### src/rtl/uart_pkg.sv
// Shared types and defaults for the UART receive path.
package uart_pkg;

    localparam int UART_CLKS_PER_BIT = 32;
    localparam int UART_DATA_BITS    = 8;

    typedef enum logic [2:0] {
        IDLE  = 3'd0,
        START = 3'd1,
        DATA  = 3'd2,
        STOP  = 3'd3,
        BREAK = 3'd4
    } uart_state_t;

endpackage

### src/rtl/uart_rx_sync2.sv
// Two-flop synchroniser for asynchronous single-bit inputs; resets to the idle-high level.
module sync2 (
    input  logic clk,
    input  logic reset,
    input  logic d,
    output logic q
);

    logic meta;

    always_ff @(posedge clk or negedge reset) begin
        if (!reset) begin
            meta <= 1'b1;
            q    <= 1'b1;
        end else begin
            meta <= d;
            q    <= meta;
        end
    end

endmodule

### src/rtl/uart_rx.sv
// 8N1 serial receiver: mid-bit sampling, stop-bit check, one-cycle result strobes.
module uart_rx
    import uart_pkg::*;
#(
    parameter int CLKS_PER_BIT = UART_CLKS_PER_BIT
) (
    input  logic                      clk,
    input  logic                      reset,
    input  logic                      SerialIn,
    output logic [UART_DATA_BITS-1:0] DataOut,
    output logic                      DataOutEn,
    output logic                      FrameErr,
    output logic                      Busy
);

    localparam int CW = $clog2(CLKS_PER_BIT);
    localparam logic [CW-1:0] HALF_LOAD = CW'(CLKS_PER_BIT / 2 - 1);
    localparam logic [CW-1:0] FULL_LOAD = CW'(CLKS_PER_BIT - 1);
    localparam logic [2:0]    LAST_IDX  = 3'(UART_DATA_BITS - 1);

    uart_state_t               state;
    logic [CW-1:0]             cnt;
    logic [2:0]                idx;
    logic [UART_DATA_BITS-1:0] shreg;
    logic                      rx_s;

    sync2 u_sync (
        .clk   (clk),
        .reset (reset),
        .d     (SerialIn),
        .q     (rx_s)
    );

    always_ff @(posedge clk or negedge reset) begin
        if (!reset) begin
            state     <= IDLE;
            cnt       <= '0;
            idx       <= '0;
            shreg     <= '0;
            DataOut   <= '0;
            DataOutEn <= 1'b0;
            FrameErr  <= 1'b0;
        end else begin
            DataOutEn <= 1'b0;
            FrameErr  <= 1'b0;
            case (state)
                IDLE: begin
                    if (!rx_s) begin
                        cnt   <= HALF_LOAD;
                        state <= START;
                    end
                end
                START: begin
                    if (cnt != '0) begin
                        cnt <= cnt - 1'b1;
                    end else if (rx_s) begin
                        state <= IDLE;
                    end else begin
                        cnt   <= FULL_LOAD;
                        idx   <= '0;
                        state <= DATA;
                    end
                end
                DATA: begin
                    if (cnt != '0) begin
                        cnt <= cnt - 1'b1;
                    end else begin
                        // LSB arrives first, so shifting right leaves D0 in bit 0
                        shreg <= {rx_s, shreg[UART_DATA_BITS-1:1]};
                        cnt   <= FULL_LOAD;
                        if (idx == LAST_IDX)
                            state <= STOP;
                        else
                            idx <= idx + 1'b1;
                    end
                end
                STOP: begin
                    if (cnt != '0) begin
                        cnt <= cnt - 1'b1;
                    end else if (rx_s) begin
                        DataOut   <= shreg;
                        DataOutEn <= 1'b1;
                        state     <= IDLE;
                    end else begin
                        FrameErr <= 1'b1;
                        state    <= BREAK;
                    end
                end
                BREAK: begin
                    // a line held low must return high before another start is accepted
                    if (rx_s)
                        state <= IDLE;
                end
                default: state <= IDLE;
            endcase
        end
    end

    assign Busy = (state != IDLE);

endmodule

### config.mk
export PLATFORM = sky130hd
export DESIGN_NAME = uart_rx
export DESIGN_NICKNAME = d
export VERILOG_FILES = /design/src/rtl/uart_pkg.sv /design/src/rtl/uart_rx_sync2.sv /design/src/rtl/uart_rx.sv
export SDC_FILE = /design/constraint.sdc
export NUM_CORES = 1
export LEC_CHECK = 0
export CAP_MARGIN = 20
export CORE_MARGIN = 2
export CORE_UTILIZATION = 25
export DETAILED_ROUTE_END_ITERATION = 6
export GPL_ROUTABILITY_DRIVEN = 0
export GPL_TIMING_DRIVEN = 0
export SLEW_MARGIN = 20
export SYNTH_ARGS = -nofsm -noshare
export SYNTH_HDL_FRONTEND = slang
export SYNTH_SLANG_ARGS = --single-unit
### constraint.sdc
create_clock -name clk -period 1.64 [get_ports clk]
set_clock_uncertainty 0.05 [all_clocks]
set_input_delay 0.328 -clock clk [delete_from_list [all_inputs] [get_ports clk]]
set_output_delay 0.328 -clock clk [all_outputs]
set_load 0.01 [all_outputs]
=== After elaboration in Yosys (flattened, before gate mapping) ===
Cells that the tools add are included.

* Logic and storage cells: 63
* Output and inout bits: 11
* Bits in registers: 31
* Input bits: 3

* Equal/unequal tests: 15
* Add/sub/neg operators: 2
* Bitwise logic cells: 1
* Multiplexer cells: 26
* Reduce and logical (&&, ||, !) cells: 10

{| class="wikitable"
|+ Operators with widths
! cell !! number
|-
| two-way mux 3 bit || 11
|-
| two-way mux 5 bit || 5
|-
| one-hot mux 5 bit (4 select lines) || 1
|-
| inequality test 2 bit, second input constant || 8
|-
| one-hot mux 3 bit (5 select lines) || 1
|-
| equality test 3 x 2 -> 1 bit, second input constant || 2
|-
| equality test 3 bit, second input constant || 2
|-
| two-way mux 1 bit || 6
|-
| one-hot mux 3 bit (2 select lines) || 1
|-
| AND reduction 6 bit || 1
|-
| AND reduction 5 bit || 1
|-
| nonzero test 5 bit || 1
|-
| subtractor 5 x 1 -> 5 bit, second input constant || 1
|-
| AND reduction 4 bit || 1
|-
| nonzero test 4 bit || 1
|-
| adder 3 x 1 -> 3 bit, second input constant || 1
|-
| equality test 3 x 1 -> 1 bit, second input constant || 1
|-
| logical NOT 3 bit || 1
|-
| inequality test 3 bit, second input constant || 1
|-
| AND reduction 3 bit || 1
|-
| nonzero test 3 bit || 1
|-
| two-way mux 2 bit || 1
|-
| inequality test 2 x 1 -> 1 bit, second input constant || 1
|-
| AND reduction 2 bit || 1
|-
| other kinds (2) || 2
|}

=== Logic depth before layout (Yosys ltp) ===
Gate-level depths: netlist (run 1).

* Word-level depth: 4
* Depth in mapped cells: 6
* Mapped depth without buffers: 6

=== Modules after synthesis ===
Synthesis (run 1) repeated with hierarchy kept, for this count alone.

* Cells, all modules: 111
* Area total of the unflattened synthesis: 1406.3 sq um

{| class="wikitable"
|+ By module, submodules not included
! module !! cells an instance !! instances !! sequential area each (sq um) !! area an instance (sq um)
|-
| uart_rx || 109 || 1 || 725.7 || 1353.8
|-
| sync2 || 2 || 1 || 52.6 || 52.6
|}

=== Worst setup path before layout (run 1) ===
OpenSTA, ideal clock, no wires.

* Path type: register to register
* Start point: register cnt[0]
* End point: register DataOut[0]
* Path buffers: 0
* Data arrival time: 1.569 ns
* Library setup time: 0.125 ns
* Path slack: -0.104 ns
* Required time: 1.465 ns
* Stages on the path, launching flop included: 7
* Period minus slack after synthesis: 1.744 ns
* Cells stage by stage: dfrtp_1 > inv_1 > ha_1 > nor3b_2 > and2_1 > nand4_4 > mux2_2

* Word-level cells in the longest chain between the ends: 3

{| class="wikitable"
|+ Ends and longest elaborated chain
! item !! RTL line !! RTL
|-
| start, declared || uart_rx.sv:22 || <nowiki>logic [CW-1:0] cnt;</nowiki>
|-
| start signal, assigned || uart_rx.sv:55 || <nowiki>cnt <= cnt - 1'b1;</nowiki>
|-
| start signal, assigned || uart_rx.sv:66 || <nowiki>cnt <= cnt - 1'b1;</nowiki>
|-
| start signal, assigned || uart_rx.sv:79 || <nowiki>cnt <= cnt - 1'b1;</nowiki>
|-
| nonzero test 5 bit || uart_rx.sv:78 || <nowiki>if (cnt != '0) begin</nowiki>
|-
| inverter 1 bit (no line) || - ||
|-
| AND reduction 3 bit (no line) || - ||
|-
| end signal, assigned || uart_rx.sv:81 || <nowiki>DataOut <= shreg;</nowiki>
|-
| end, declared || uart_rx.sv:10 || <nowiki>output logic [UART_DATA_BITS-1:0] DataOut,</nowiki>
|}

No other way between the ends.
A chain may end at the register's enable or synchronous reset.

=== Worst setup path after layout (run 1) ===
* Start point: register cnt[0]
* End point: register cnt[3]

* Word-level cells in the longest chain between the ends: 3
* Elaborated cells on any way between the ends: 9
* Classes of those cells: 1 x add/sub; 2 x eq/ne; 4 x mux; 2 x reduce/logical

{| class="wikitable"
|+ Ends and longest elaborated chain
! item !! RTL line
|-
| subtractor 5 x 1 -> 5 bit / nonzero test 5 bit (equally long branches) || -
|-
| two-way mux 5 bit (tied with other cells) || uart_rx.sv:78
|-
| one-hot mux 5 bit (4 select lines) / AND reduction 4 bit (equally long branches) || -
|}

Several ways; a longest one is shown, not always the timed one. The select of a mux whose other input is x is not followed.

==> results of run 1 <==
-- synthesized netlist by cell type, drive strengths merged --
| cell | instances | area share |
|---|---|---|
| mux2i | 1 | 0.0073 |
| nor3 | 1 | 0.0036 |
| a22o | 2 | 0.013 |
| a21oi | 4 | 0.015 |
| or4b | 1 | 0.010 |
| a211oi | 1 | 0.0091 |
| a21o | 1 | 0.0055 |
| maj3 | 1 | 0.0082 |
| nand3 | 3 | 0.011 |
| nand4 | 1 | 0.015 |
| buf | 2 | 0.0064 |
| nor2b | 4 | 0.018 |
| dfstp | 2 | 0.038 |
| nor4b | 1 | 0.0064 |
| a31oi | 3 | 0.014 |
| nor3b | 1 | 0.0091 |
| and3 | 2 | 0.0091 |
| ha | 3 | 0.027 |
| nand2 | 6 | 0.016 |
| dfrtp | 29 | 0.53 |
| clkbuf | 2 | 0.0055 |
| or3 | 2 | 0.0091 |
| o21ai | 2 | 0.0073 |
| inv | 3 | 0.0082 |
| o22ai | 2 | 0.0091 |
| and2 | 1 | 0.0045 |
| nand2b | 1 | 0.0045 |
| mux2 | 18 | 0.15 |
| a311oi | 1 | 0.0064 |
| nor2 | 11 | 0.030 |
-- how the worst max path moves through the flow --
| stage | from | endpoint | cells after the start |
|---|---|---|---|
| final | cnt[0]$_DFFE_PN0P_ | cnt[3]$_DFFE_PN0P_ | 5 |
| after global routing | cnt[0]$_DFFE_PN0P_ | cnt[3]$_DFFE_PN0P_ | 5 |
| after CTS | cnt[0]$_DFFE_PN0P_ | cnt[3]$_DFFE_PN0P_ | 5 |
| after detailed placement | state[1]$_DFFE_PN0P_ | Busy | 3 |
| after global placement | reset | shreg[3]$_DFFE_PN0P_ | 1 |
| after floorplan | cnt[0]$_DFFE_PN0P_ | cnt[3]$_DFFE_PN0P_ | 5 |
-- cell families after synthesis --
| family | synth area share |
|---|---|
| buffers and inverters | 0.0200 |
| and+or+nand+nor | 0.147 |
| DFF | 0.565 |
| muxes | 0.154 |
| adders and majority gates | 0.0354 |
| AOI/OAI and AO/OA | 0.0781 |
-- layout make-up --
cell class,count,area (µm²),area share
sequential,31,778,0.412
multi-input combinational,76,679,0.360
timing repair buffer,26,221,0.117
tap,72,90.1,0.0477
clock buffer,6,72.6,0.0384
buffer,2,22.5,0.0119
clock inverter,2,12.5,0.00663
inverter,3,11.3,0.00596
-- state kept, by name, summed over array words and instances, names as in the netlist --
register     count
DataOut          8
shreg            8
cnt              5
idx              3
state            3
DataOutEn        1
FrameErr         1
u_sync.meta      1
u_sync.q         1
-- where the power goes --
part | switching (W) | internal (W) | total (W)
clock | 0.000268 | 0.000296 | 0.000563
sequential | 0.000111 | 0.000846 | 0.000957
combinational | 0.000301 | 0.000349 | 0.000650
-- repair_timing --
action	CTS	global route
buffers inserted	7	6
pin swaps	2	1
gates resized for setup	18	8
setup endpoints to repair	26	27
gates cloned	1	1
-- routing by layer --
metal | track usage | up-vias | wire length, µm
li1 | - | 469 | -
met1 | 0.113 | 519 | 1180
met2 | 0.180 | 30 | 1580
met3 | 0.0310 | 8 | 146
met4 | 0.0649 | 0 | 63
met5 | 0 | - | 0
-- per-stage QoR --
| stage | area, µm² | setup TNS, ns | hold WS (ns) | total power (W) | setup WS [ns] |
|---|---|---|---|---|---|
| after floorplan | 1380 | -0.532 | -0.0176 | 0.00121 | -0.0620 |
| after global placement | 1600 | -14.35 | 0.297 | 0.00129 | -0.305 |
| after detailed placement | 1600 | -6.13 | 0.297 | 0.00132 | -0.315 |
| after CTS | 1800 | -0.539 | 0.0542 | 0.00206 | -0.0973 |
| after global routing | 1890 | -1.41 | 0.0718 | 0.00232 | -0.144 |
| final | 1890 | -0.551 | 0.0281 | 0.00217 | -0.104 |
==> impl_metrics.py, run 1 <==
metrics = {
    "outcome": {
        "status": "complete, but fails checks",
        "violations": "setup timing",
    },
    "die": {
        "io_pins": 14,
        "die_area_um2": 6120,
        "start_util": 0.255,
        "die_x_um": 78.2,
        "rows": 27,
        "die_h_um": 78.2,
        "core_um2": 5410,
    },
    "timing": {
        "worst_slack_ns": -0.104,
        "layout_min_cycle_time_ns": 1.74,
        "max_slew.worst_pin.slew_ns": 0.656,
        "hold_viol": 0,
        "slew-limit-headroom": 0.563,
        "fmax_mhz": 574,
        "fin_crit_sh": 1.06,
        "rsz0062_at_grt": "true",
        "finalSetupViolations": 14,
        "drv_slew": 0,
    },
    "logic_synthesis": {
        "yosys_warnings": 0,
        "ys_seq_area_frac": 0.565,
        "ys_seq_elements": 31,
        "syn_nets": 118,
        "synthCells": 112,
        "synth.distinct_cells": 32,
        "postSynthAreaPerCell_um2": 12.3,
        "syn-cell-area_um2": 1380,
    },
    "setup_path": {
        "cp-start-kind": "flip-flop",
        "reg2reg_depth": 5,
        "cp_cell_sequence": "inv_2 -> ha_4 -> or4b_4 -> maj3_2 -> a211oi_2",
        "critPathArrivalTime_ns": 1.89,
        "cp.required_ns": 1.78,
        "cp-end-kind": "flip-flop",
        "path_delay_family": "adder cells",
        "cpMaxStageDelayCell": "or4b_4",
        "reg2reg_setup_slack_ns": -0.10,
        "path_buf_inv": 1,
        "rr_startpoint": "cnt[0]$_DFFE_PN0P_",
        "reg2reg_to": "cnt[3]$_DFFE_PN0P_",
        "crit_type": "flip-flop to flip-flop",
        "cp_slowest_stage_delay_ns": 0.47,
        "crit_fanout": 4,
    },
    "power_and_ir_drop": {
        "total_leakage_power_nw": 0.863,
        "ir_worst_vdd_mv": 0.478,
        "powerDensity_nw_per_um2": 1150,
    },
    "drt": {
        "wl_mm": 2.98,
        "viasPerCell": 4.71,
        "drt-pass1-iter-count": 4,
        "drc": 0,
        "post_drt_wl_per_cell_um": 13.7,
        "drt-initial-drc-count": 66,
        "drt.antenna.violating_nets": 0,
        "vias": 1026,
    },
    "layout": {
        "layout_commonest_cell": "dfrtp_1",
        "post-route-util": 0.349,
        "num_antenna_cells": 0,
        "num-nets-final": 151,
        "fill_cells": 553,
        "final_cell_mix": "dfrtp_1 (29), mux2_2 (17), buf_4 (12)",
        "drive_gt1_frac": 0.425,
        "synthToLayoutAreaGrowth_pct": 37.1,
        "final_cell_count_no_fill": 218,
    },
    "clock_tree": {
        "ctsRootBufferMaster": "clkbuf_8",
        "clock_latency_ns": 0.28,
        "h-tree-depth": 2,
        "cts_buffer_depth": 2,
        "clkTransAtPathRegs_ns": 0.06,
        "clock_sinks": 31,
        "tritoncts": "yes",
        "numCtsBuffers": 5,
        "cts-hold-fix-buffers": 0,
    },
    "job": {
        "maxCapViolCount": 0,
    },
    "global_routing": {
        "antenna_found_initial": 0,
        "grt_max_degree": 32,
        "overflow": 0,
        "first_global_vias": 1051,
        "grt_pass1_wl_mm": 4.91,
        "grtUsageTotal": 0.105,
    },
    "placed_design": {
        "hpwl_mm": 1.71,
        "io_buffer_count": 13,
        "dp.cells": 197,
    },
    "worst_hold_path": {
        "hold_path.class": "primary input to async pin",
    },
}
Power figures use the tool's default switching activity.
==> run 2, diff against run 1 <==
- CORE_UTILIZATION: 25 -> 49
- PLACE_DENSITY: default -> 0.73
==> run 2 against run 1 <==
Compared with the run above:
- the flow still finishes with violations (setup timing)
- register-to-register slack about the same
- largest cell class unchanged
- core utilization is 35 points higher
- die area shrank 47%
- final area fell by 0.33%
- critical path depth fell by 2
- sequential cell count is the same
- largest power group unchanged
- fmax shrank 1.0%
- first-iteration DRC count shrank 58%
- sequential power grew 1%
==> impl_metrics.py, run 2 (synthesis results as in run 1) <==
metrics = {
    "outcome": {
        "status": "complete, but fails checks",
        "violations": "setup timing",
    },
    "layout": {
        "layout_commonest_cell": "dfrtp_1",
        "final_area_um2": 1880,
        "num_antenna_cells": 0,
        "num-nets-final": 155,
        "final_cell_mix": "dfrtp_1 (28), mux2_2 (18), buf_4 (17)",
        "drive_gt1_frac": 0.467,
        "synthToLayoutAreaGrowth_pct": 36.6,
        "fill_cells": 194,
        "largestRegisters": "DataOut (8), shreg (8), cnt (5)",
        "post-route-util": 0.694,
    },
    "setup_path": {
        "crit_fanout": 4,
        "cp_cell_sequence": "buf_6 -> or3_1 -> buf_2",
        "cp_slowest_stage_delay_ns": 0.43,
        "rr_startpoint": "cnt[0]$_DFFE_PN0P_",
        "crit_type": "flip-flop to primary output",
        "cp-start-kind": "flip-flop",
        "path_delay_family": "flip-flops",
        "cp.required_ns": 1.26,
        "path_buf_inv": 2,
        "critPathLaunch": "state[1]$_DFFE_PN0P_",
        "critPathArrivalTime_ns": 1.38,
        "cpMaxStageDelayCell": "dfrtp_1",
        "cp-end-kind": "primary output",
    },
    "placed_design": {
        "post_dp_cell_area_um2": 1550,
        "io_buffer_count": 13,
        "hpwl_mm": 1.58,
    },
    "drt": {
        "drt.antenna.violating_nets": 0,
        "drt-initial-drc-count": 28,
        "drt-pass1-iter-count": 4,
        "viasPerCell": 5.61,
        "vias": 1015,
        "wl_mm": 2.76,
        "drc": 0,
        "post_drt_wl_per_cell_um": 15.2,
    },
    "global_routing": {
        "grt_max_degree": 32,
        "antenna_found_initial": 0,
        "first_global_vias": 997,
        "grt_pass1_wl_mm": 4.30,
        "overflow": 0,
        "grtUsageTotal": 0.174,
    },
    "die": {
        "core_um2": 2710,
        "rows": 19,
        "start_util": 0.508,
        "die_x_um": 57.0,
        "io_pins": 14,
        "die_h_um": 57.0,
        "die_area_um2": 3250,
    },
    "timing": {
        "rsz0062_at_grt": "true",
        "fmax_mhz": 568,
        "worst_slack_ns": -0.122,
        "fin_crit_sh": 1.07,
        "drv_slew": 0,
        "slew-limit-headroom": 0.547,
        "layout_min_cycle_time_ns": 1.76,
        "max_slew.worst_pin.slew_ns": 0.680,
        "worst_hold_slack_ns": 0.312,
        "hold_viol": 0,
        "finalSetupViolations": 8,
    },
    "power_and_ir_drop": {
        "ir_worst_vdd_mv": 1.06,
        "p_total_w": 0.00228,
        "total_leakage_power_nw": 0.987,
        "powerDensity_nw_per_um2": 1210,
    },
    "clock_tree": {
        "cts_buffer_depth": 2,
        "clock_latency_ns": 0.34,
        "tritoncts": "yes",
        "clkTransAtPathRegs_ns": 0.10,
        "h-tree-depth": 2,
        "clock_sinks": 31,
        "ctsRootBufferMaster": "clkbuf_4",
        "numCtsBuffers": 5,
    },
    "worst_hold_path": {
        "min_from": "u_sync.meta$_DFF_PN1_",
        "hold_path.class": "flip-flop to flip-flop",
    },
    "job": {
        "maxCapViolCount": 0,
    },
}
[run 2: layer usage]
| metal | vias up | wire (µm) | track usage |
|---|---|---|---|
| met4 | 0 | 76 | 0.0797 |
| met1 | 504 | 1160 | 0.207 |
| met3 | 8 | 128 | 0.0590 |
| met2 | 25 | 1390 | 0.287 |
| met5 | - | 0 | 0 |
| li1 | 478 | - | - |
[run 2: power by group]
| group | internal [W] | switching [W] | total [W] |
|---|---|---|---|
| clock network | 0.000360 | 0.000265 | 0.000625 |
| logic | 0.000383 | 0.000304 | 0.000688 |
| registers | 0.000847 | 0.000122 | 0.000968 |
[run 2: worst paths after layout]
kind / endpoint / slack (ns) / depth (start not counted)
hold / removal: u_sync.q$_DFF_PN1_ / 0.31 / 0
min in group asynchronous: cnt[2]$_DFFE_PN0P_ / 0.50 / 2
hold reg to reg: u_sync.q$_DFF_PN1_ / 0.31 / 0
max in group asynchronous: cnt[3]$_DFFE_PN0P_ / 0.56 / 2
setup / recovery: Busy / -0.12 / 3
setup reg to reg: cnt[3]$_DFFE_PN0P_ / -0.09 / 5
[run 2: stage by stage]
stage                     instances  setup TNS, ns  setup slack [ns]
after floorplan                 112         -0.532           -0.0620
after global placement          156         -14.29            -0.328
after detailed placement        156          -6.15            -0.313
after CTS                       174          -1.71            -0.137
after global routing            181          -1.08            -0.145
final                           181         -0.288            -0.122
[run 2: timing repair]
action / CTS / global route
setup buffers: 9 / 8
pin swaps: 3 / 3
endpoints found under the setup margin: 26 / 32
endpoints found under the hold margin: 29 / 0
resized for setup: 12 / 21
hold buffers: 1 / 0
cloned: 0 / 1
[run 2: cell type report]
type / count / area (µm²) / share of cell area
Buffer: 2 / 22.5 / 0.0120
Tap cell: 31 / 38.8 / 0.0206
Timing Repair Buffer: 31 / 270 / 0.144
Inverter: 3 / 11.3 / 0.00598
Clock inverter: 2 / 35.0 / 0.0186
Sequential cell: 31 / 779 / 0.414
Multi-Input combinational cell: 75 / 673 / 0.358
Clock buffer: 6 / 51.3 / 0.0273
==> run 3, diff against run 2 <==
- CORE_ASPECT_RATIO: default -> 2
==> run 3 against run 2 <==
Compared with the run above:
- the flow still finishes with violations (setup timing)
- register-to-register slack about the same
- first-iteration DRC count rose by 46%
- worst setup slack better by 0.027 ns
- die area grew 0.79%
- critical path depth is 2 higher
- core utilization fell by 0.36 points
- non-clock buffer count is 1 higher
- critical path type is now flip-flop to flip-flop
- largest power group unchanged
==> impl_metrics.py, run 3 (synthesis results as in run 1) <==
metrics = {
    "drt": {
        "vias": 1045,
        "drt.antenna.violating_nets": 0,
        "viasPerCell": 5.81,
        "drc": 0,
        "post_drt_wl_per_cell_um": 17.2,
        "drt-pass1-iter-count": 4,
        "wl_mm": 3.10,
        "drt-initial-drc-count": 41,
    },
    "setup_path": {
        "worst-path-stages": 5,
        "critPathLaunch": "cnt[0]$_DFFE_PN0P_",
        "cp-end-kind": "flip-flop",
        "path_buf_inv": 1,
        "cp-start-kind": "flip-flop",
        "crit_fanout": 4,
        "critPathArrivalTime_ns": 1.89,
        "cp.required_ns": 1.79,
        "cp_cell_sequence": "inv_2 -> ha_4 -> or4b_4 -> maj3_2 -> a211oi_2",
        "rr_startpoint": "cnt[0]$_DFFE_PN0P_",
        "reg2reg_depth": 5,
        "path_delay_family": "simple AND/OR/NAND/NOR gates",
        "cp_slowest_stage_delay_ns": 0.49,
        "cpMaxStageDelayCell": "or4b_4",
        "crit_type": "flip-flop to flip-flop",
    },
    "placed_design": {
        "io_buffer_count": 13,
        "post_dp_cell_area_um2": 1540,
        "hpwl_mm": 1.79,
    },
    "timing": {
        "max_slew.worst_pin.slew_ns": 0.684,
        "drv_slew": 0,
        "finalSetupViolations": 20,
        "layout_min_cycle_time_ns": 1.73,
        "slew-limit-headroom": 0.544,
        "worst_hold_slack_ns": 0.0310,
        "rsz0062_at_grt": "true",
        "hold_viol": 0,
        "fin_crit_sh": 1.06,
        "worst_slack_ns": -0.0950,
        "fmax_mhz": 576,
    },
    "global_routing": {
        "grt_pass1_wl_mm": 4.65,
        "grt_max_degree": 32,
        "first_global_vias": 1005,
        "overflow": 0,
        "grt_use_met2": 0.339,
        "grt_use_met3": 0.0523,
        "busiest_layer": "met2",
        "grtUsageMet1": 0.195,
        "grtUsageTotal": 0.193,
        "antenna_found_initial": 0,
    },
    "clock_tree": {
        "clock_latency_ns": 0.28,
        "h-tree-depth": 2,
        "cts_buffer_depth": 2,
        "numCtsBuffers": 5,
        "ctsRootBufferMaster": "clkbuf_8",
        "clock_sinks": 31,
        "cts-hold-fix-buffers": 0,
        "tritoncts": "yes",
        "clkTransAtPathRegs_ns": 0.07,
    },
    "job": {
        "maxCapViolCount": 0,
    },
    "die": {
        "core_um2": 2700,
        "io_pins": 14,
        "die_x_um": 41.5,
        "die_area_um2": 3280,
        "die_h_um": 79.0,
        "rows": 27,
        "start_util": 0.510,
    },
    "outcome": {
        "status": "complete, but fails checks",
        "violations": "setup timing",
    },
    "power_and_ir_drop": {
        "pwr-share-clk": 0.273,
        "power_frac_comb": 0.309,
        "switchingPower_w": 0.000707,
        "p_seq_frac": 0.418,
        "ir_worst_vdd_mv": 0.770,
        "powerDensity_nw_per_um2": 1220,
        "total_leakage_power_nw": 0.896,
        "p_int_w": 0.00158,
        "p_sw_frac": 0.310,
    },
    "layout": {
        "num_antenna_cells": 0,
        "num-nets-final": 156,
        "final_area_um2": 1870,
        "fill_cells": 200,
        "synthToLayoutAreaGrowth_pct": 35.5,
        "largestRegisters": "DataOut (8), shreg (8), cnt (5)",
        "multi_input_area_um2": 663,
        "drive_gt1_frac": 0.444,
        "layout_commonest_cell": "dfrtp_1",
        "final_cell_mix": "dfrtp_1 (29), mux2_2 (17), buf_4 (17)",
        "seq_area_um2": 778,
    },
    "worst_hold_path": {
        "hold_path.class": "primary input to async pin",
    },
}
-- run 3: cell types whose count changed in the layout (fill, tap and decap cells not counted), moves of 2 or more --
cell,delta
clkbuf_4,-5
nor2_2,-2
dlymetal6s2s_1,-5
clkdlybuf4s50_1,+5
clkbuf_8,+5
-- run 3: repair_timing --
item                                    in CTS  in global routing
setup buffers                                7                 11
endpoints found under the setup margin      25                 24
cloned                                       1                  1
resized for setup                           17                  8
pin swaps                                    3                  5
-- run 3: final timing paths --
check                      slack, ns                 end
min in group clk                0.30  u_sync.q$_DFF_PN1_
setup / recovery               -0.09  cnt[3]$_DFFE_PN0P_
setup reg to reg               -0.09  cnt[3]$_DFFE_PN0P_
max in group asynchronous       1.06  idx[0]$_DFFE_PN0P_
hold reg to reg                 0.30  u_sync.q$_DFF_PN1_
hold / removal                  0.03  cnt[3]$_DFFE_PN0P_
-- run 3: metal layers --
metal  part of all wire  wire [µm]  vias up
li1                   -          -      473
met5                  0          0        -
met1               0.36       1130      533
met3              0.033        103       13
met4              0.032        100        0
met2               0.57       1770       26
-- run 3: stage by stage --
stage	TNS, ns	power [W]	std cells	utilization	setup WS [ns]
final	-0.632	0.00229	180	0.691	-0.0950
after global routing	-2.46	0.00240	180	0.691	-0.150
after CTS	-0.475	0.00211	168	0.645	-0.0835
after detailed placement	-6.06	0.00132	154	0.571	-0.311
after floorplan	-0.532	0.00121	112	-	-0.0620
after global placement	-14.35	0.00130	154	0.573	-0.312
-- run 3: area by class of cell --
| cell class | count | share of cell area |
|---|---|---|
| plain buffers | 2 | 0.0121 |
| inverters | 3 | 0.00603 |
| flip-flops and latches | 31 | 0.417 |
| multi-input cells | 75 | 0.355 |
| well taps | 29 | 0.0194 |
| repair buffers | 32 | 0.141 |
| clock buffers | 7 | 0.0462 |
| clock inverters | 1 | 0.00268 |
-- run 3: power by group through the flow --
stage	logic (W)	clock network (W)	registers [W]
after floorplan	0.000284	0	0.000930
after global placement	0.000348	0	0.000954
after detailed placement	0.000365	0	0.000959
after CTS	0.000531	0.000633	0.000945
after global routing	0.000759	0.000675	0.000963
final	0.000707	0.000623	0.000955
-- run 3: worst reg2reg max path: cells and delay by family (launching register included) --
kind,cells,cell delay [ns]
buffers and inverters,1,0.08
AO/OA/AOI/OAI,1,0.17
AND/OR/NAND/NOR,1,0.49
flip-flops,1,0.40
adder cells (fa/ha/maj),2,0.48
